===== src/rtl/pci_arb_pkg.sv =====
// Shared types and helpers for the PCI bus arbiter: FSM state encoding,
// default sizing, and one-hot to index conversion.
package pci_arb_pkg;

  localparam int DEF_NUM_MASTERS = 4;
  localparam int DEF_GNT_TIMEOUT = 16;
  localparam int MAX_MASTERS     = 8;

  typedef enum logic [1:0] {
    IDLE  = 2'd0,
    GRANT = 2'd1,
    BUSY  = 2'd2,
    TURN  = 2'd3
  } arb_state_e;

  // Index of the set bit; for a zero vector the result is 0.
  function automatic logic [2:0] onehot_to_idx(input logic [MAX_MASTERS-1:0] oh);
    logic [2:0] idx;
    idx = '0;
    for (int i = 0; i < MAX_MASTERS; i++) begin
      if (oh[i]) idx = 3'(i);
    end
    return idx;
  endfunction

endpackage


===== src/rtl/pci_rr_picker.sv =====
// Combinational round-robin picker: the search starts at last_i+1 and wraps,
// so the previous owner has the lowest priority.
module pci_rr_picker
  import pci_arb_pkg::*;
#(
  parameter int NUM_MASTERS = DEF_NUM_MASTERS
) (
  input  logic [NUM_MASTERS-1:0]         req_i,
  input  logic [$clog2(NUM_MASTERS)-1:0] last_i,
  output logic [$clog2(NUM_MASTERS)-1:0] win_o,
  output logic                           vld_o
);

  localparam int IW = $clog2(NUM_MASTERS);

  logic [MAX_MASTERS-1:0] oh;
  logic [IW-1:0]          c;

  // Walk from farthest to nearest; the last hit is the closest after last_i.
  always_comb begin
    oh = '0;
    c  = '0;
    for (int k = NUM_MASTERS; k >= 1; k--) begin
      c = IW'((int'(last_i) + k) % NUM_MASTERS);
      if (req_i[c]) oh = MAX_MASTERS'(1) << c;
    end
  end

  assign win_o = IW'(onehot_to_idx(oh));
  assign vld_o = |req_i;

endmodule


===== src/rtl/pci_arbiter.sv =====
// PCI central arbiter: round-robin grant, hidden arbitration, GNT timeout.
// Optional bus parking on the last owner when PCI_ARB_PARK_EN is defined.
module pci_arbiter
  import pci_arb_pkg::*;
#(
  parameter int NUM_MASTERS = DEF_NUM_MASTERS,
  parameter int GNT_TIMEOUT = DEF_GNT_TIMEOUT
) (
  input  logic                           CLK,
  input  logic                           REST,
  input  logic [NUM_MASTERS-1:0]         REQ,
  input  logic                           FRAME,
  input  logic                           IRDY,
  output logic [NUM_MASTERS-1:0]         GNT,
  output logic [$clog2(NUM_MASTERS)-1:0] OWNER,
  output logic                           BUS_BUSY
);

  localparam int IW = $clog2(NUM_MASTERS);
  localparam int TW = $clog2(GNT_TIMEOUT) + 1;

  arb_state_e             state_q, state_d;
  logic [NUM_MASTERS-1:0] gnt_q, gnt_d;
  logic [IW-1:0]          owner_q, owner_d;
  logic [TW-1:0]          tcnt_q, tcnt_d;

  logic [NUM_MASTERS-1:0] reqv, own_oh, win_oh;
  logic [IW-1:0]          win;
  logic                   win_vld, own_req, others, bus_idle, tmo;

  assign reqv     = ~REQ;
  assign own_oh   = NUM_MASTERS'(1) << owner_q;
  assign win_oh   = NUM_MASTERS'(1) << win;
  assign own_req  = reqv[owner_q];
  assign others   = |(reqv & ~own_oh);
  assign bus_idle = FRAME & IRDY;
  assign tmo      = (tcnt_q >= TW'(GNT_TIMEOUT - 1));

  pci_rr_picker #(.NUM_MASTERS(NUM_MASTERS)) u_pick (
    .req_i (reqv),
    .last_i(owner_q),
    .win_o (win),
    .vld_o (win_vld)
  );

`ifdef PCI_ARB_PARK_EN
  // Set when a parked grant was dropped to hand the bus to a preselected owner.
  logic pre_q, pre_d;
`endif

  always_comb begin
    state_d = state_q;
    gnt_d   = gnt_q;
    owner_d = owner_q;
    tcnt_d  = tcnt_q;
`ifdef PCI_ARB_PARK_EN
    pre_d   = 1'b0;
`endif
    unique case (state_q)
      IDLE: begin
`ifdef PCI_ARB_PARK_EN
        gnt_d = ~own_oh;
        if (pre_q && own_req) begin
          state_d = GRANT;
          tcnt_d  = '0;
        end else if (win_vld && (gnt_q != '1) && (win != owner_q)) begin
          state_d = TURN;
          gnt_d   = '1;
          owner_d = win;
          pre_d   = 1'b1;
        end else if (win_vld) begin
          state_d = GRANT;
          gnt_d   = ~win_oh;
          owner_d = win;
          tcnt_d  = '0;
        end
`else
        gnt_d = '1;
        if (win_vld) begin
          state_d = GRANT;
          gnt_d   = ~win_oh;
          owner_d = win;
          tcnt_d  = '0;
        end
`endif
      end
      GRANT: begin
        if (tcnt_q != '1) tcnt_d = tcnt_q + TW'(1);
        if (!FRAME) begin
          state_d = BUSY;
        end else if (!own_req || tmo) begin
          state_d = TURN;
          gnt_d   = '1;
        end
      end
      BUSY: begin
        // Hidden arbitration: drop the owner's grant once anyone else waits.
        if (others) gnt_d = '1;
        if (bus_idle) begin
          state_d = TURN;
          gnt_d   = '1;
        end
      end
      TURN: begin
        state_d = IDLE;
`ifdef PCI_ARB_PARK_EN
        gnt_d   = ~own_oh;
`else
        gnt_d   = '1;
`endif
      end
    endcase
  end

  always_ff @(posedge CLK) begin
    if (REST) begin
      state_q <= IDLE;
      gnt_q   <= '1;
      owner_q <= IW'(NUM_MASTERS - 1);
      tcnt_q  <= '0;
    end else begin
      state_q <= state_d;
      gnt_q   <= gnt_d;
      owner_q <= owner_d;
      tcnt_q  <= tcnt_d;
    end
  end

`ifdef PCI_ARB_PARK_EN
  always_ff @(posedge CLK) begin
    if (REST) pre_q <= 1'b0;
    else      pre_q <= pre_d;
  end
`endif

  assign GNT      = gnt_q;
  assign OWNER    = owner_q;
  assign BUS_BUSY = (state_q == BUSY);

endmodule


===== config.mk =====
export PLATFORM = sky130hd
export DESIGN_NAME = pci_arbiter
export DESIGN_NICKNAME = d
export VERILOG_FILES = /design/src/rtl/pci_arb_pkg.sv /design/src/rtl/pci_rr_picker.sv /design/src/rtl/pci_arbiter.sv
export SDC_FILE = /design/constraint.sdc
export NUM_CORES = 1
export LEC_CHECK = 0
export ABC_AREA = 1
export CAP_MARGIN = 10
export CORE_MARGIN = 8
export CORE_UTILIZATION = 30
export DETAILED_ROUTE_END_ITERATION = 7
export PLACE_DENSITY = 0.6
export RECOVER_POWER = 50
export SETUP_SLACK_MARGIN = 0.02
export SYNTH_ARGS = -nofsm -noshare
export SYNTH_HDL_FRONTEND = slang
export SYNTH_SLANG_ARGS = --single-unit

===== constraint.sdc =====
create_clock -name CLK -period 4.8 [get_ports CLK]
set_input_delay 0.96 -clock CLK [delete_from_list [all_inputs] [get_ports CLK]]
set_output_delay 0.96 -clock CLK [all_outputs]
set_load 0.03 [all_outputs]

[After elaboration in Yosys (flattened, before gate mapping)]
Index checks and enable logic that the tools add are counted.
Cells by class
  multiplexer cells: 35
  shift operators: 6
  $add $sub $neg: 5
  equality and inequality tests: 11
  order comparisons: 6
  bitwise logic cells: 5
  reduce and logical (&&, ||, !) cells: 10
Operators by type and width (count)
  2-to-1 mux 8 bit: 4
  << shifter 1 x 2 -> 8 bit (first input constant): 4
  2-to-1 mux 2 bit: 10
  2-to-1 mux 4 bit: 5
  one-hot mux 4 bit (4 select lines): 1
  less-than comparator 2 x 3 -> 1 bit (second input constant): 5
  inverter 4 bit: 3
  binary-select mux 1 bit (select 2 bit): 5
  2-to-1 mux 5 bit: 2
  one-hot mux 5 bit (2 select lines): 1
  AND reduction 3 bit: 3
  one-hot mux 2 bit (4 select lines): 1
  OR reduction 4 bit: 2
  << shifter 1 x 2 -> 4 bit (first input constant): 2
  2-to-1 mux 1 bit: 6
  != test 2 bit (second input constant): 3
  adder 5 x 1 -> 5 bit (second input constant): 1
  greater-or-equal comparator 5 x 4 -> 1 bit (second input constant): 1
  != test 5 bit (second input constant): 1
  adder 2 x 1 -> 2 bit (second input constant): 2
  adder 2 bit (second input constant): 2
  AND 4 bit: 1
  equality test 2 bit (second input constant): 2
  != test 2 x 1 -> 1 bit (second input constant): 2
  9 further kinds: 9
Storage, ports and cells
  flip-flop bits (word level): 13
  logic and storage cells: 82
  output and inout port bits: 7
  input port bits: 8

[Longest topological paths before layout]
Gate-level depths: netlist of the first run.
  depth in word-level cells: 18
  mapped depth: 14
  mapped depth without buffers: 14

[Hierarchy]
From an unflattened synthesis of the first run, not the netlist that was laid out.
Second synthesis, totals
  cells, all modules: 182
  area, all modules: 1239.9 um^2
By module, submodules not included
  pci_arbiter: sequential area each 260.2 um^2, instances 1, cells each 121, area an instance 852.1 um^2
  pci_rr_picker: sequential area each 0.0 um^2, instances 1, cells each 61, area an instance 387.9 um^2

[Worst setup path after synthesis of the first run]
Ideal clock, no wire load.
  path type: register to register
  start: reg owner_q[0], in the netlist OWNER[0]
  end: reg gnt_q[0], in the netlist GNT[0]
  stages on the path, launching flop included: 12
  data arrival time: 1.874 ns
  buffers on the path: 0
  setup slack: 2.811 ns
  data required time: 4.685 ns
  period minus slack after synthesis: 1.989 ns
  setup time: 0.115 ns
  cells stage by stage: dfxtp_1 inv_2 ha_1 inv_1 nand3_1 nand2_2 a21oi_1 nand2_2 a21oi_2 nand2_1 nand2_1 nand2_1
On the way
  word-level cells in the longest chain between the ends: 18
  elaborated cells between the ends (all ways): 42
  those cells by class: add/sub (4); eq/ne (2); shift (6); mux (23); bitwise (3); reduce/logical (4)
RTL lines
  start, declared: line pci_arbiter.sv:24  | logic [IW-1:0] owner_q, owner_d;
  start signal, assigned: line pci_arbiter.sv:119  | owner_q <= IW'(NUM_MASTERS - 1);
  start signal, assigned: line pci_arbiter.sv:124  | owner_q <= owner_d;
  adder 2 x 1 -> 2 bit: line pci_rr_picker.sv:24  | c = IW'((int'(last_i) + k) % NUM_MASTERS);
  binary-select mux 1 bit (select 2 bit): line pci_rr_picker.sv:25  | if (req_i[c]) oh = MAX_MASTERS'(1) << c;
  2-to-1 mux 1 bit (not written as such): line pci_rr_picker.sv:25
  2-to-1 mux 8 bit (4 in a row): line pci_rr_picker.sv:25
  2-to-1 mux 1 bit: line pci_arb_pkg.sv:21  | if (oh[i]) idx = 3'(i);
  2-to-1 mux 2 bit (6 in a row): line pci_arb_pkg.sv:21
  << shifter 1 x 2 -> 4 bit: line pci_arbiter.sv:33  | assign win_oh = NUM_MASTERS'(1) << win;
  inverter 4 bit: line pci_arbiter.sv:81  | gnt_d = ~win_oh;
  2-to-1 mux 4 bit: line pci_arbiter.sv:79  | if (win_vld) begin
  one-hot mux 4 bit (4 select lines): line pci_arbiter.sv:59  | unique case (state_q)
  end signal, assigned: line pci_arbiter.sv:123  | gnt_q <= gnt_d;
  end, declared: line pci_arbiter.sv:23  | logic [NUM_MASTERS-1:0] gnt_q, gnt_d;
Parallel ways exist; a longest one is shown, timed or not. The select of a mux whose other input is x is not followed.
A chain may end at the register's enable or synchronous reset.

[Worst setup path after layout of the first run]
  start: reg state_q[0]
  end: out BUS_BUSY
On the way
  word-level cells in the longest chain between the ends: 1
RTL lines
  start, declared: line pci_arbiter.sv:22  | arb_state_e state_q, state_d;
  start signal, assigned: line pci_arbiter.sv:122  | state_q <= state_d;
  equality test 2 bit: line pci_arbiter.sv:138  | assign BUS_BUSY = (state_q == BUSY);
  end, declared: line pci_arbiter.sv:16  | output logic BUS_BUSY
Every way passes these cells.

==> results.yml, run 1 <==
timing:
  rsz0062_at_grt: "no"
  fin_ws_ns: 2.26
  period_share_pct: 52.8
  skew_ns: 0.00278
  fmax_mhz: 394
  final.min_clock_period_ns: 2.54
  maxSlewViolCount: 0
  tightestPinTransition_ns: 0.351
  maxSlewHeadroom_pct: 76.6
  hold_viol: 0
  finalSetupTns_ns: 0
  setup-violations-final: 0
synthesis:
  async_reset_ff_share_pct: 0
  synth-seq-cells: 13
  syn_area_um2: 1070
  synth_nets: 182
  synth_top_area_share_pct: 24.3
  synthCells: 161
  yosys_most_used_dff: "dfxtp_1"
  yosysUniqueCellTypes: 21
  yosysTopAreaCell: "dfxtp_1"
  synth_edf_count: 0
  synth_most_common_cell: "nand2_1"
  ys_top_cells_by_count: "nand2_1 (38), inv_1 (19), a21oi_1 (16)"
  synth_area_leaders: "dfxtp_1 (24%), ha_1 (15%), nand2_1 (13%), a21oi_1 (7.5%), inv_1 (6.7%)"
  yosysWarnings: 0
  yosysSeqAreaShare_pct: 24.3
  avgSynthCellArea_um2: 6.65
final_layout:
  area_delta_synth_final_pct: 19.5
  fill_cells: 353
  fin_util_pct: 37.8
  fin_area_um2: 1280
  drive_above_1_share_pct: 11.9
  nNetsFinal: 199
  diodes: 0
clocking:
  clk_path_buf_depth: 2
  cts-root-buf: "clkbuf_4"
  hold_buffers: 0
  cts_setup_buffers: 0
  cts_resized: 0
  clkSlewWorstSetupHoldPaths_ns: 0.08
  clk_latency_ns: 0.27
  cts_buffers: 3
  clock-sinks: 13
  htree_num_levels: 1
  cts_tree: "done"
placed_design:
  port_buffers: 14
  gp_congestion: 0.878
  dpl-instance-area_um2: 1260
  hpwlAfterDp_um: 1960
  dpl_worst_slack_ns: 2.24
floorplan:
  die_y_um: 75.8
  die_w_um: 75.8
  rows: 21
  core_um2: 3390
  die-area_um2: 5740
  io_pins: 15
  start_util_pct: 31.6
critical_path:
  path_cells: "inv_1 > ha_1 > clkdlybuf4s50_1"
  endpoint_kind: "output port"
  critPathRequiredTime_ns: 3.84
  cp-start-kind: "register"
  crit_type: "reg -> out"
  cp_max_fo: 4
  slowest_delay_ns: 0.67
  crit_path_top_delay_cell: "clkdlybuf4s50_1"
  crit_arrival_ns: 1.58
hold_path:
  hold_path.class: "reg -> reg"
power:
  p_leak_nw: 0.609
  peakVddDrop_mv: 0.222
  power_density_nw_per_um2: 634
routing:
  wl_per_cell_um: 10.8
  dr.pass1.iters: 4
  vias: 1035
  drcViolationCount: 0
  wl_um: 2400
  ant_nets: 0
  drt-vias-per-instance: 4.64
  drt_iter0_drc: 50
global_route:
  grt_pass1_vias: 987
  track_usage_pct: 9.24
  grt_max_degree: 10
  grt_pass1_wl_um: 4230
  grt_remaining_overflow: 0
  antenna_found_initial: 0
run_status:
  outcome: "complete, no violations"
run:
  maxCapViolations: 0
==> power breakdown <==
part	switching [mW]	internal, mW	leakage (nW)
combinational	0.364	0.200	0.487
sequential	0.0348	0.144	0.107
clock	0.0362	0.0322	0.0150
total	0.435	0.376	0.609
==> worst max-delay path: cells and delay by family (launching register included) <==
kind | cells | cell delay, ns
flip-flops | 1 | 0.34
buffers and inverters | 2 | 0.78
adder cells (fa/ha/maj) | 1 | 0.18
==> registers in the layout, indices dropped and copies added, names as in the netlist <==
signal / flops
GNT: 4
state_q: 2
tcnt_q: 5
OWNER: 2
==> final timing paths <==
kind,startpoint,endpoint,slack (ns),cells past startpoint
setup / recovery,state_q[0]$_SDFFE_PP0P_,BUS_BUSY,2.26,3
hold / removal,GNT[3]$_SDFFE_PP1P_,GNT[3]$_SDFFE_PP1P_,0.47,2
setup reg to reg,OWNER[0]$_SDFFE_PP1P_,GNT[0]$_SDFFE_PP1P_,2.76,11
hold reg to reg,GNT[3]$_SDFFE_PP1P_,GNT[3]$_SDFFE_PP1P_,0.47,2
==> logic make-up after synthesis <==
kind of cell / count (synthesis) / share of synthesized area, %
and+or+nand+nor: 82 / 36.3
DFF: 13 / 24.3
buffers and inverters: 24 / 8.53
AOI/OAI and AO/OA: 29 / 15.7
adders and majority gates: 13 / 15.2
==> placed cells by master (no fill, tap or decap) <==
master and instances:
nand4_1 5, nor2_1 15, a211oi_1 2, nor2_2 1, dfxtp_1 13, o211a_1 1
nand2_2 9, clkbuf_1 1, a21oi_1 17, nand3_2 5, o2111ai_1 1, clkdlybuf4s50_1 10
o211ai_1 2, o21ai_1 2, inv_2 3, nand3_1 8, ha_1 13, o21ai_0 4
clkbuf_4 3, inv_1 19, nand2_1 39, dlygate4sd3_1 4
==> per-stage QoR <==
step / total power, mW / std cells / hold slack, ns
after floorplan: 0.624 / 161 / 0.455
after global placement: 0.761 / 219 / 0.462
after detailed placement: 0.758 / 219 / 0.463
after CTS: 0.830 / 223 / 0.483
after global routing: 0.916 / 223 / 0.514
final: 0.811 / 223 / 0.473
==> area by class of cell <==
cell class              count  area [um2]  share of cell area (%)
well taps                  46        57.6                    4.50
inverters                  22        82.6                    6.45
multi-input cells         124         713                    55.7
flip-flops and latches     13         260                    20.3
clock buffers               4        26.3                    2.05
repair buffers             14         140                    10.9
==> metal layers <==
metal / vias up / share of wire [%] / global-route usage, %
met5: - / 0 / 0
met2: 17 / 46 / 15.0
met1: 455 / 51 / 12.1
met3: 2 / 2.8 / 1.97
met4: 0 / 0.83 / 1.92
li1: 561 / - / -
(Power assumes the default switching activity.)
==> run 2, diff against run 1 <==
PLACE_DENSITY = 0.62   (was 0.6)
clock period = 2.3 ns   (was 4.8 ns; I/O delays follow)
==> results.yml, run 2 (synthesis gave the netlist of run 1 again) <==
critical_path:
  rrSetupSlack_ns: 0.38
  critPathRequiredTime_ns: 1.84
  r2r_cells: 9
  cp-start-kind: "register"
  cp-startpoint: "state_q[0]$_SDFFE_PP0P_"
  cp_max_fo: 4
  reg2reg_to: "GNT[2]$_SDFFE_PP1P_"
  crit_arrival_ns: 1.58
  r2r-start: "OWNER[0]$_SDFFE_PP1P_"
  endpoint_kind: "output port"
  crit_type: "reg -> out"
clocking:
  clk_latency_ns: 0.27
  cts_setup_buffers: 0
  cts_buffers: 3
  cts_tree: "done"
  clk_path_buf_depth: 2
  clock-sinks: 13
  cts-root-buf: "clkbuf_4"
  htree_num_levels: 1
  cts_resized: 0
  clkSlewWorstSetupHoldPaths_ns: 0.08
  hold_buffers: 0
routing:
  drcViolationCount: 0
  dr.pass1.iters: 4
  ant_nets: 0
  wl_um: 2440
  wl_per_cell_um: 10.8
  drt_iter0_drc: 85
  vias: 1044
  drt-vias-per-instance: 4.64
power:
  power_density_nw_per_um2: 1330
  p_leak_nw: 0.617
  peakVddDrop_mv: 0.435
global_route:
  grtUsageMet3_pct: 3.03
  globalRouteMet1Util_pct: 11.1
  antenna_found_initial: 0
  grt_remaining_overflow: 0
  top_usage_layer: "met2"
  grt_pass1_wl_um: 4170
  grt_max_degree: 10
  met2_usage_pct: 14.7
  track_usage_pct: 9.14
  grt_pass1_vias: 1031
floorplan:
  die_w_um: 75.8
  start_util_pct: 31.6
  core_um2: 3390
  rows: 21
  die_y_um: 75.8
  die-area_um2: 5740
  io_pins: 15
hold_path:
  hold_end: "GNT[2]$_SDFFE_PP1P_"
  hold_path.class: "reg -> reg"
  holdCritStartpoint: "GNT[2]$_SDFFE_PP1P_"
  hold_depth: 2
run_status:
  outcome: "complete, no violations"
final_layout:
  max_flop_register: "tcnt_q"
  drive_above_1_share_pct: 13.4
  largest_reg_flops: 5
  fin_area_um2: 1300
  nNetsFinal: 201
  layout_common_cells: "nand2_1 (39), inv_1 (19), a21oi_1 (16)"
  fill_cells: 357
  area_delta_synth_final_pct: 21.3
  layout_commonest_cell: "nand2_1"
  diodes: 0
timing:
  tightestPinTransition_ns: 0.378
  maxSlewViolCount: 0
  setup-violations-final: 0
  period_share_pct: 88.8
  rsz0062_at_grt: "no"
  final.min_clock_period_ns: 2.04
  hold_viol: 0
  fin_ws_ns: 0.258
  skew_ns: 0.00359
  finalSetupTns_ns: 0
  fmax_mhz: 490
  maxSlewHeadroom_pct: 74.8
placed_design:
  gp_congestion: 0.880
  dpl_worst_slack_ns: 0.233
  dpl-instance-area_um2: 1270
  hpwlAfterDp_um: 1970
  port_buffers: 14
run:
  maxCapViolations: 0
==> run 2: stage by stage <==
stage,utilization [%],total power [mW],instances,hold slack [ns]
floorplan,-,1.30,161,0.455
global placement,37.6,1.60,221,0.458
detailed placement,37.6,1.60,221,0.461
CTS,38.4,1.75,225,0.480
global route,38.3,1.92,225,0.493
finish,38.3,1.73,225,0.467
==> run 2: critical path, cell delays in order, from the launching register on <==
cell,delay (ns)
dfxtp_1,0.34
inv_1,0.11
ha_1,0.18
clkdlybuf4s50_1,0.67
==> run 2: cell type report <==
type                    instances  area (um2)  share of cell area [%]
well taps                      46        57.6                    4.43
repair buffers                 16         155                    11.9
multi-input cells             124         717                    55.2
inverters                      22        82.6                    6.36
clock buffers                   4        26.3                    2.02
flip-flops and latches         13         260                    20.0
==> run 2: layer usage <==
| metal | part of all wire (%) | wire, um |
|---|---|---|
| met1 | 49 | 1190 |
| met2 | 45 | 1090 |
| met3 | 5.3 | 129 |
| met4 | 1.1 | 27 |
| met5 | 0 | 0 |
==> run 2: worst max path at each step <==
stage / depth (start not counted) / end / slack [ns]
4_1_cts: 3 / BUS_BUSY / 0.24
6_report: 3 / BUS_BUSY / 0.26
2_1_floorplan: 11 / GNT[0]$_SDFFE_PP1P_ / 0.31
3_3_place_gp: 10 / GNT[0]$_SDFFE_PP1P_ / 0.21
3_5_place_dp: 10 / GNT[2]$_SDFFE_PP1P_ / 0.23
5_1_grt: 3 / BUS_BUSY / 0.16
==> run 2: report_power, final <==
part	switching (mW)	total (mW)	internal (mW)	leakage (nW)
registers	0.0647	0.365	0.300	0.107
clock network	0.0753	0.143	0.0672	0.0150
logic	0.781	1.22	0.437	0.495
